## src/rtl/instr_fetch_unit.sv

```systemverilog
`default_nettype none
// +----------------------------------------------------------------------------+
// | Module  : instr_fetch_unit                                                 |
// | Brief   : Fetch stage with prefetch FIFO, in-order imem req/gnt/rvalid     |
// |           interface, redirect flush and stale-response discard.            |
// |           Optional perf counters under `IFU_PERF_CNT_EN.                   |
// | Revision: 1.0                                                              |
// +----------------------------------------------------------------------------+
module instr_fetch_unit #(
  parameter logic [31:0] RESET_PC   = 32'h0000_0000,
  parameter int          FIFO_DEPTH = 4
) (
  input  logic        clk,
  input  logic        reset,
  output logic        imem_req,
  output logic [31:0] iaddr,
  input  logic        imem_gnt,
  input  logic        imem_rvalid,
  input  logic [31:0] idata,
  input  logic        redirect_valid,
  input  logic [31:0] redirect_pc,
  output logic        if_valid,
  input  logic        if_ready,
  output logic [31:0] if_instr,
  output logic [31:0] pc
`ifdef IFU_PERF_CNT_EN
  ,
  output logic [31:0] fetch_stall_cnt,
  output logic [31:0] flush_cnt
`endif
);

  localparam int c_PTR_W = $clog2(FIFO_DEPTH);
  localparam int c_CNT_W = c_PTR_W + 1;
  localparam logic [c_CNT_W:0] c_DEPTH = (c_CNT_W + 1)'(FIFO_DEPTH);

  logic [31:0]        r_fetch_pc;
  logic [31:0]        r_head_pc;
  logic [31:0]        r_fifo [FIFO_DEPTH];
  logic [c_PTR_W-1:0] r_rd_ptr;
  logic [c_PTR_W-1:0] r_wr_ptr;
  logic [c_CNT_W-1:0] r_count;
  logic [c_CNT_W-1:0] r_outstanding;
  logic [c_CNT_W-1:0] r_discard_cnt;

  logic               w_issue;
  logic               w_rsp;
  logic               w_drop;
  logic               w_push;
  logic               w_pop;
  logic [c_CNT_W:0]   w_credit_used;
  logic [c_CNT_W-1:0] w_live;
  logic [c_CNT_W-1:0] w_inc;
  logic [c_CNT_W-1:0] w_dec;
  logic [c_CNT_W-1:0] w_push_c;
  logic [c_CNT_W-1:0] w_pop_c;
  logic [31:0]        w_target;

  // Outstanding counts every in-flight request, stale or not, so it caps total credit.
  assign w_credit_used = {1'b0, r_outstanding} + {1'b0, r_count};
  assign imem_req      = reset & ~redirect_valid & (w_credit_used < c_DEPTH);
  assign w_issue       = imem_req & imem_gnt;
  assign w_rsp         = imem_rvalid & (r_outstanding != '0);
  assign w_drop        = w_rsp & (r_discard_cnt != '0);
  assign w_push        = w_rsp & ~w_drop & ~redirect_valid;
  assign if_valid      = reset & (r_count != '0);
  assign w_pop         = if_valid & if_ready & ~redirect_valid;
  assign w_live        = r_outstanding - r_discard_cnt;
  assign w_target      = {redirect_pc[31:2], 2'b00};

  assign w_inc    = {{(c_CNT_W-1){1'b0}}, w_issue};
  assign w_dec    = {{(c_CNT_W-1){1'b0}}, w_rsp};
  assign w_push_c = {{(c_CNT_W-1){1'b0}}, w_push};
  assign w_pop_c  = {{(c_CNT_W-1){1'b0}}, w_pop};

  assign iaddr    = reset ? r_fetch_pc : RESET_PC;
  assign pc       = reset ? r_head_pc : RESET_PC;
  assign if_instr = if_valid ? r_fifo[r_rd_ptr] : 32'h0;

  always_ff @(posedge clk) begin
    if (!reset) begin
      r_fetch_pc    <= RESET_PC;
      r_head_pc     <= RESET_PC;
      r_rd_ptr      <= '0;
      r_wr_ptr      <= '0;
      r_count       <= '0;
      r_outstanding <= '0;
      r_discard_cnt <= '0;
    end else begin
      r_outstanding <= r_outstanding + w_inc - w_dec;
      if (redirect_valid) begin
        r_fetch_pc    <= w_target;
        r_head_pc     <= w_target;
        r_rd_ptr      <= '0;
        r_wr_ptr      <= '0;
        r_count       <= '0;
        // Every live request still in flight becomes stale; a same-cycle response retires one.
        r_discard_cnt <= r_discard_cnt + w_live - w_dec;
      end else begin
        if (w_issue) r_fetch_pc <= r_fetch_pc + 32'd4;
        if (w_push)  r_wr_ptr   <= r_wr_ptr + c_PTR_W'(1);
        if (w_pop) begin
          r_rd_ptr  <= r_rd_ptr + c_PTR_W'(1);
          r_head_pc <= r_head_pc + 32'd4;
        end
        r_count <= r_count + w_push_c - w_pop_c;
        if (w_drop) r_discard_cnt <= r_discard_cnt - c_CNT_W'(1);
      end
    end
  end

  always_ff @(posedge clk) begin
    if (w_push) r_fifo[r_wr_ptr] <= idata;
  end

`ifdef IFU_PERF_CNT_EN
  logic [31:0] r_stall_cnt;
  logic [31:0] r_flush_cnt;

  always_ff @(posedge clk) begin
    if (!reset) begin
      r_stall_cnt <= '0;
      r_flush_cnt <= '0;
    end else begin
      if (!if_valid && !redirect_valid && (r_stall_cnt != 32'hFFFF_FFFF))
        r_stall_cnt <= r_stall_cnt + 32'd1;
      if (redirect_valid && (r_flush_cnt != 32'hFFFF_FFFF))
        r_flush_cnt <= r_flush_cnt + 32'd1;
    end
  end

  assign fetch_stall_cnt = r_stall_cnt;
  assign flush_cnt       = r_flush_cnt;
`endif

endmodule
`default_nettype wire

```

## config.mk

```make
export PLATFORM = sky130hd
export DESIGN_NAME = instr_fetch_unit
export DESIGN_NICKNAME = d
export VERILOG_FILES = /design/src/rtl/instr_fetch_unit.sv
export SDC_FILE = /design/constraint.sdc
export NUM_CORES = 1
export LEC_CHECK = 0
export BUFFER_PORTS_ARGS = -buffer_cell sky130_fd_sc_hd__buf_2
export CORE_MARGIN = 3
export CORE_UTILIZATION = 58
export CTS_BUF_LIST = sky130_fd_sc_hd__clkbuf_4 sky130_fd_sc_hd__clkbuf_8
export DETAILED_ROUTE_END_ITERATION = 16
export GPL_ROUTABILITY_DRIVEN = 0
export PLACE_DENSITY = 0.8
export SYNTH_ARGS = -nofsm -noshare
export SYNTH_HDL_FRONTEND = slang
export SYNTH_SLANG_ARGS = --single-unit
```

## constraint.sdc

```tcl
create_clock -name clk -period 3.4 [get_ports clk]
set_clock_uncertainty 0.05 [all_clocks]
set_input_delay 0.51 -clock clk [delete_from_list [all_inputs] [get_ports clk]]
set_output_delay 0.51 -clock clk [all_outputs]
set_load 0.05 [all_outputs]
```

==> run summary, run 1 <==
area fraction of the dominant cell type after synthesis -> 40.4%
drt initial violations -> 499
HP Class -> input port to flop
total vias in the final route -> 7024
most numerous cell in the Yosys netlist -> edfxtp_1
Switching Power -> 1.65 mW
Net Sw Frac -> 27.6%
status -> finished clean
ANT cells -> 0
vias in the first global route -> 6745
Initial Utilization -> 59.5%
total power -> 5.97 mW
final hold violation count -> 0
post_cts resized -> 0
clock sinks -> 203
top area cells in the synthesized netlist -> edfxtp_1 40%, dfxtp_1 16%, mux4_2 7.6%, and2_1 4.6%, xnor2_1 2.6%
Area growth syn-to-layout -> 18.8%
Synth cell types -> 55
Final min period -> 2960 ps
Syn Inst Count -> 804
Root Driver -> clkbuf_8
Startpoint Class -> flop
H-Tree Level Count -> 2
fmax -> 0.337 GHz
PwrDens -> 528 nW/um2
sequential area share after synthesis -> 56.1%
cts hold-fix bufs -> 0
vias per cell -> 5.76
internal power -> 4.32 mW
# placed instances -> 1160
final instance count without filler cells -> 1220
CTS buffer count -> 34
asr flop ratio synth -> 0%
Arr. time, crit path -> 3290 ps
Max Cap Violations -> 0
setup violators final -> 0
num rows -> 46
Leakage -> 4.29 nW
gr usage total -> 25.2%
Final ANT Viol Nets -> 0
WL final -> 22900 um
final worst-path cycle share -> 87.2%
RSZ-0062 raised after global routing -> no
post-synthesis register bit count -> 203
HPWL Detailed -> 15700 um
initial antenna violation count -> 0
largest net degree at the start of global routing -> 47
worst hold slack -> 162 ps
Warnings, synthesis -> 0
layout cells sized above 1 -> 28.1%
Clock power frac -> 36.1%
Seq pwr share -> 48.1%
routed len/inst -> 18.8 um
TritonCTS clock tree -> yes
setup bufs post-CTS -> 0
remaining global-route overflow -> 0
Worst Setup End Kind -> flop
maximum VDD drop -> 0.000313 V
crit-path max FO -> 6
Die W -> 134 um
synthesized area -> 9520 um2
worst slew pin tran -> 801 ps
Critical Path RT -> 3730 ps
Layout Nets -> 1072
global-route wire length before repair -> 35800 um
Slew Limit Fails -> 0
CORE AREA -> 16000 um2
io pins -> 168
IO Port Bufs -> 161
leading area contributor after synthesis -> edfxtp_1
register clock-pin slew on the reported worst setup and hold paths -> 70 ps
drt drc -> 0
type of the worst setup path -> flop to flop
number of synthesized flops with an enable pin -> 128
die height -> 134 um
setup TNS -> 0 ps
Max Root-Sink Buffers -> 3
Most used DFF post-synth -> edfxtp_1
die footprint -> 18000 um2
synth cell count leaders -> 128 x edfxtp_1, 75 x dfxtp_1, 70 x and2_1
Comb power frac -> 15.7%
Initial DRT Pass Iterations -> 5
Worst slew margin -> 46.6%
clock latency on the worst-skew pair -> 530 ps
Post-Synthesis Mean Instance Area -> 11.8 um2
==> worst max-delay path, cell delays in order, from the launching register on <==
cell and delay, ps:
dfxtp_1 470, o31ai_1 170, fa_1 500, inv_1 60, fa_1 490, inv_1 50
ha_1 180, fa_1 380, xnor2_1 200, xnor2_1 90, o21ai_0 140, a21oi_1 50
==> power groups by stage <==
stage / Clock [mW] / Sequential, mW / Combinational [mW]
2_1_floorplan: 0 / 2.89 / 0.688
3_3_place_gp: 0 / 2.91 / 0.897
3_5_place_dp: 0 / 2.92 / 0.937
4_1_cts: 2.19 / 2.87 / 0.940
5_1_grt: 2.31 / 2.89 / 1.05
6_report: 2.16 / 2.87 / 0.939
==> routing by layer <==
| metal | up-vias | global-route usage (%) | routed length (um) |
|---|---|---|---|
| li1 | 3290 | - | - |
| met1 | 3383 | 36.0 | 9910 |
| met2 | 313 | 39.5 | 10800 |
| met3 | 38 | 5.44 | 1790 |
| met4 | 0 | 7.07 | 417 |
| met5 | - | 0 | 0 |
==> per-stage QoR <==
stage	setup slack, ps	util, %	instance area (um2)
global placement	436	66.4	10600
floorplan	606	-	9530
global route	229	70.7	11300
finish	437	70.7	11300
detailed placement	365	66.4	10600
CTS	450	70.7	11300
==> registers in the layout (all words and copies together), names as in the netlist, named ones only <==
register / count
r_fifo: 128
r_fetch_pc: 30
r_head_pc: 30
r_count: 3
r_discard_cnt: 3
r_outstanding: 3
r_rd_ptr: 2
r_wr_ptr: 2
==> final cells by class <==
cell class / instances / area [um2]
Timing Repair Buffer: 182 / 1000
Inverter: 24 / 90.1
Multi-Input combinational cell: 535 / 3920
Tap cell: 216 / 270
Clock inverter: 8 / 48.8
Sequential cell: 203 / 5350
Clock buffer: 52 / 641
Fill cell: 1157 / 4690
==> placed cells by master, fill, tap and decap left out, drive strengths merged, types with 5 or more instances in the layout <==
| cell type | count |
|---|---|
| buf | 182 |
| xor2 | 23 |
| and2 | 70 |
| and3 | 9 |
| dfxtp | 75 |
| xnor2 | 28 |
| nor3 | 15 |
| o21ai | 37 |
| edfxtp | 128 |
| nor4 | 10 |
| nor2 | 40 |
| nand4 | 31 |
| inv | 25 |
| clkbuf | 52 |
| a21oi | 44 |
| nor2b | 33 |
| nand2 | 54 |
| nand3 | 19 |
| fa | 5 |
| mux4 | 32 |
| a31oi | 9 |
| and4 | 6 |
| ha | 17 |
==> final timing paths <==
check,startpoint,to,slack [ps],cells past startpoint
setup / recovery,r_outstanding[1]$_SDFF_PN0_,r_discard_cnt[2]$_SDFFE_PN0P_,440,11
hold / removal,idata[15],r_fifo[2][15]$_DFFE_PP_,160,1
setup reg to reg,r_outstanding[1]$_SDFF_PN0_,r_discard_cnt[2]$_SDFFE_PN0P_,440,11
hold reg to reg,r_rd_ptr[1]$_SDFFE_PP0P_,flop,480,2
==> logic make-up after synthesis <==
family | share of synthesized area [%]
AO/OA/AOI/OAI | 7.45
XOR/XNOR | 4.69
adder cells (fa/ha/maj) | 3.28
buffers and inverters | 3.00
flip-flops | 56.1
multiplexers | 7.90
other | 0.0394
AND/OR/NAND/NOR | 17.5
Power figures use the tool's default switching activity.
==> inputs of run 2 (changes only) <==
--- a/config.mk
+++ b/config.mk
@@ -7,11 +7,11 @@
 export LEC_CHECK = 0
 export BUFFER_PORTS_ARGS = -buffer_cell sky130_fd_sc_hd__buf_2
 export CORE_MARGIN = 3
-export CORE_UTILIZATION = 58
+export CORE_UTILIZATION = 55
 export CTS_BUF_LIST = sky130_fd_sc_hd__clkbuf_4 sky130_fd_sc_hd__clkbuf_8
 export DETAILED_ROUTE_END_ITERATION = 16
 export GPL_ROUTABILITY_DRIVEN = 0
-export PLACE_DENSITY = 0.8
+export PLACE_DENSITY = 0.77
 export SYNTH_ARGS = -nofsm -noshare
 export SYNTH_HDL_FRONTEND = slang
 export SYNTH_SLANG_ARGS = --single-unit
==> run 2 against run 1 <==
Compared with the run above: clock power down 3%; routed wire length down 3.0%; critical path depth unchanged; sequential share of layout area up 0.22 points; worst hold slack better by 2.2 ps; non-clock buffer count down 7; via count down 1.0%; flip-flop and latch count unchanged; critical path type unchanged; critical endpoint unchanged; largest cell class unchanged; highest routed layer is now met5.
==> run summary, run 2 (synthesized netlist as in run 1, its figures left out) <==
Startpoint Class -> flop
Final Util -> 67.2%
setup bufs post-CTS -> 0
Slew Limit Fails -> 0
number of fill cells -> 1281
total power -> 5.89 mW
Layout Nets -> 1065
multi-input logic area -> 3920 um2
most flop-heavy register -> r_fifo
gr usage total -> 23.4%
Arr. time, crit path -> 3290 ps
Initial Utilization -> 56.8%
setup violators final -> 0
TritonCTS clock tree -> yes
largest net degree at the start of global routing -> 82
Root Driver -> clkbuf_8
Die W -> 138 um
setup TNS -> 0 ps
most common cell after layout, fill and taps aside -> buf_2
worst slew pin tran -> 830 ps
most frequent cells in the layout -> 161 x buf_2, 128 x edfxtp_1, 74 x dfxtp_1, 70 x and2_1, 54 x nand2_1
Comb power frac -> 15.6%
CTS buffer count -> 34
Max Root-Sink Buffers -> 3
global-route wire length before repair -> 34200 um
Worst path most repeated cell -> fa_1
num rows -> 47
vias per cell -> 5.70
type of the worst setup path -> flop to flop
register clock-pin slew on the reported worst setup and hold paths -> 60 ps
drt initial violations -> 547
vias in the first global route -> 6560
layout cells sized above 1 -> 27.6%
cts hold-fix bufs -> 0
Area growth syn-to-layout -> 18.3%
routed len/inst -> 18.2 um
# placed instances -> 1157
CORE AREA -> 16800 um2
Net Sw Frac -> 27.5%
dpl ws -> 386 ps
CP max stage cell -> fa_1
cells along the critical path -> o31ai_1 > fa_1 > inv_1 > fa_1 > inv_1 > ha_1 > fa_1 > xnor2_1 > xnor2_1 > o21ai_0 > a21oi_1
PwrDens -> 523 nW/um2
RSZ-0062 raised after global routing -> no
post_cts resized -> 0
max reg flops -> 128
drt drc -> 0
initial antenna violation count -> 1
fmax -> 0.337 GHz
IO Port Bufs -> 161
Final ANT Viol Nets -> 0
largest registers -> r_fifo (128), r_fetch_pc (30), r_head_pc (30)
final instance count without filler cells -> 1220
Clock power frac -> 35.7%
status -> finished clean
Worst Setup End Kind -> flop
final worst-path cycle share -> 87.3%
HPWL Detailed -> 15200 um
WL final -> 22200 um
die height -> 138 um
crit-path max cell delay -> 510 ps
clock latency on the worst-skew pair -> 520 ps
Switching Power -> 1.62 mW
H-Tree Level Count -> 2
final hold violation count -> 0
Final min period -> 2970 ps
Leakage -> 4.26 nW
Seq pwr share -> 48.7%
total vias in the final route -> 6954
Worst slew margin -> 44.2%
internal power -> 4.27 mW
Critical Path RT -> 3720 ps
FF/Latch Area -> 5350 um2
Max Cap Violations -> 0
smallest setup slack after layout -> 432 ps
Initial DRT Pass Iterations -> 5
maximum VDD drop -> 0.000352 V
remaining global-route overflow -> 0
HP Class -> input port to flop
clock sinks -> 203
crit-path max FO -> 6
die footprint -> 18900 um2
io pins -> 168
run 2: cell count changes in the layout (fill, tap and decap cells not counted), moves of 2 or more:
cell / delta
clkbuf_8: -4
buf_4: -8
clkinv_2: +2
clkbuf_4: +4
run 2: final timing paths:
path                                     from                             to  slack (ps)  depth (start not counted)
setup reg to reg  r_outstanding[1]$_SDFF_PN0_  r_discard_cnt[2]$_SDFFE_PN0P_         430                         11
hold reg to reg      r_rd_ptr[1]$_SDFFE_PP0P_                           flop         470                          2
setup / recovery  r_outstanding[1]$_SDFF_PN0_  r_discard_cnt[2]$_SDFFE_PN0P_         430                         11
hold / removal                       idata[1]         r_fifo[0][1]$_DFFE_PP_         160                          1
run 2: layout make-up:
class	instances	area share, %
Antenna cell	1	0.0222
Clock buffer	52	5.47
Clock inverter	10	0.489
Inverter	24	0.800
Multi-Input combinational cell	535	34.8
Sequential cell	203	47.5
Tap cell	220	2.44
Timing Repair Buffer	175	8.53
run 2: metrics by stage:
step           hold WS (ps)  cell area, um2
4_1_cts                 133           11300
2_1_floorplan           435            9530
6_report                164           11300
3_3_place_gp            462           10600
3_5_place_dp            463           10600
5_1_grt                 131           11300
run 2: power groups by stage:
stage                     registers (mW)  logic, mW  clock network, mW
final                               2.87      0.917               2.10
after global routing                2.89       1.02               2.26
after CTS                           2.87      0.917               2.15
after detailed placement            2.92      0.913                  0
after global placement              2.92      0.891                  0
after floorplan                     2.89      0.688                  0
run 2: critical path, delay by kind of cell (launching register included):
| family | cells | cell delay, ps |
|---|---|---|
| xor gates and xnor gates | 2 | 290 |
| AOI/OAI and AO/OA | 3 | 370 |
| adders and majority gates | 4 | 1550 |
| buffers and inverters | 2 | 90 |
| DFF | 1 | 470 |
run 2: per-layer routing:
layer,up-vias,part of all wire (%),GRT usage (%)
met3,35,9.7,4.57
li1,3277,-,-
met2,334,47,37.0
met5,-,0.045,0
met4,2,1.6,6.10
met1,3306,41,33.3
==> inputs of run 3 (changes only) <==
==> constraint.sdc (replaced) <==
create_clock -name clk -period 3 [get_ports clk]
set_clock_uncertainty 0.05 [all_clocks]
set_input_delay 0.45 -clock clk [delete_from_list [all_inputs] [get_ports clk]]
set_output_delay 0.45 -clock clk [all_outputs]
set_load 0.05 [all_outputs]
==> run 3 against run 2 <==
Compared with the run above: via count fell by 0.63%; global-route usage rose by 0.64 points; sequential share of layout area fell by 0.61 points; sequential power rose by 13%; first-iteration DRC count fell by 14%; worst hold slack got worse by 74 ps; combinational power rose by 19%; critical endpoint unchanged; largest cell class unchanged; largest power group unchanged; highest routed layer is now met4.
==> run summary, run 3 (synthesized netlist as in run 1, its figures left out) <==
status -> finished clean
final hold violation count -> 0
max reg flops -> 128
vias in the first global route -> 6660
# placed instances -> 1171
Final ANT Viol Nets -> 0
Slew Limit Fails -> 0
dpl ws -> 73.2 ps
Startpoint Class -> flop
internal power -> 5.00 mW
Final min period -> 2770 ps
drt initial violations -> 472
post_cts resized -> 0
most common cell after layout, fill and taps aside -> buf_2
most flop-heavy register -> r_fifo
multi-input logic area -> 3920 um2
Critical Path RT -> 3400 ps
num rows -> 47
HP Class -> input port to flop
number of fill cells -> 1248
Die W -> 138 um
layout cells sized above 1 -> 28.2%
global-route wire length before repair -> 35100 um
Worst slew margin -> 49.8%
WL final -> 22600 um
clock sinks -> 203
Crit path buffers/inverters -> 2
TritonCTS clock tree -> yes
maximum VDD drop -> 0.000416 V
initial antenna violation count -> 0
crit-path max cell delay -> 490 ps
RSZ-0062 raised after global routing -> no
CTS buffer count -> 36
setup bufs post-CTS -> 0
die height -> 138 um
total power -> 6.91 mW
cells along the critical path -> o31ai_1 > fa_1 > inv_1 > fa_1 > inv_1 > ha_1 > fa_1 > xnor2_1 > xnor2_1 > o21ai_0 > a21oi_1
CP max stage cell -> fa_1
Layout Nets -> 1081
Seq pwr share -> 47.0%
vias per cell -> 5.59
cts hold-fix bufs -> 0
final instance count without filler cells -> 1237
largest registers -> r_fifo (128), r_fetch_pc (30), r_head_pc (30)
CORE AREA -> 16800 um2
register clock-pin slew on the reported worst setup and hold paths -> 60 ps
Root Driver -> clkbuf_8
final worst-path cycle share -> 92.5%
remaining global-route overflow -> 0
critical path launch point -> r_outstanding[0]$_SDFF_PN0_
Switching Power -> 1.91 mW
CP delay by family, top -> adder cells
H-Tree Level Count -> 2
Worst Setup End Kind -> flop
type of the worst setup path -> flop to flop
Clock power frac -> 37.2%
FF/Latch Area -> 5350 um2
crit-path max FO -> 5
Initial DRT Pass Iterations -> 5
HPWL Detailed -> 15800 um
die footprint -> 18900 um2
Worst path most repeated cell -> fa_1
io pins -> 168
worst reg2reg path startpoint -> r_outstanding[0]$_SDFF_PN0_
Min-Delay Startpoint -> idata[28]
Area growth syn-to-layout -> 19.9%
Initial Utilization -> 56.8%
largest net degree at the start of global routing -> 62
IO Port Bufs -> 161
smallest setup slack after layout -> 226 ps
setup TNS -> 0 ps
Final Util -> 68.1%
routed len/inst -> 18.3 um
gr usage total -> 24.0%
Leakage -> 4.36 nW
fmax -> 0.360 GHz
total vias in the final route -> 6910
Net Sw Frac -> 27.6%
most frequent cells in the layout -> 161 x buf_2, 128 x edfxtp_1, 73 x dfxtp_1, 70 x and2_1, 54 x nand2_1
Arr. time, crit path -> 3170 ps
Max Root-Sink Buffers -> 3
ANT cells -> 0
clock latency on the worst-skew pair -> 530 ps
Comb power frac -> 15.8%
drt drc -> 0
PwrDens -> 605 nW/um2
Max Cap Violations -> 0
worst slew pin tran -> 746 ps
setup violators final -> 0
[run 3: cell type report]
class                           instances  area share, %
Sequential cell                       203           46.9
Multi-Input combinational cell        535           34.3
Timing Repair Buffer                  189           9.23
Clock buffer                           45           5.04
Tap cell                              220           2.41
Clock inverter                         21           1.35
Inverter                               24          0.789
[run 3: power groups by stage]
stage               sequential [mW]  combinational [mW]  clock (mW)
finish                         3.25                1.09        2.57
detailed placement             3.30                1.09           0
CTS                            3.24                1.10        2.63
global placement               3.29                1.06           0
global route                   3.26                1.23        2.77
floorplan                      3.27               0.779           0
[run 3: path summary, 6_finish.rpt]
kind / endpoint / slack, ps / depth (start not counted)
worst max register to register: r_discard_cnt[2]$_SDFFE_PN0P_ / 230 / 11
worst min register to register: r_fetch_pc[24]$_SDFFE_PN0P_ / 470 / 2
worst min-delay path: r_fifo[3][28]$_DFFE_PP_ / 90 / 1
worst max-delay path: r_discard_cnt[2]$_SDFFE_PN0P_ / 230 / 11
[run 3: worst register-to-register path, stage by stage (launching register included)]
cell and delay (ps):
dfxtp_2 380, o31ai_1 120, fa_1 490, inv_1 50
fa_1 480, inv_1 40, ha_1 190, fa_1 380
xnor2_1 200, xnor2_1 130, o21ai_0 80, a21oi_1 130
[run 3: metrics by stage]
step	hold WS, ps	cell area [um2]
finish	90.0	11400
floorplan	435	9530
global placement	453	10700
CTS	57.3	11400
detailed placement	464	10700
global route	64.1	11400
[run 3: metal layers]
| metal | routed length [um] | vias to the layer above | GRT usage, % |
|---|---|---|---|
| met2 | 10600 | 310 | 37.2 |
| met5 | 0 | - | 0 |
| met3 | 1950 | 38 | 4.64 |
| met4 | 494 | 0 | 7.98 |
| li1 | - | 3312 | - |
| met1 | 9580 | 3250 | 34.3 |
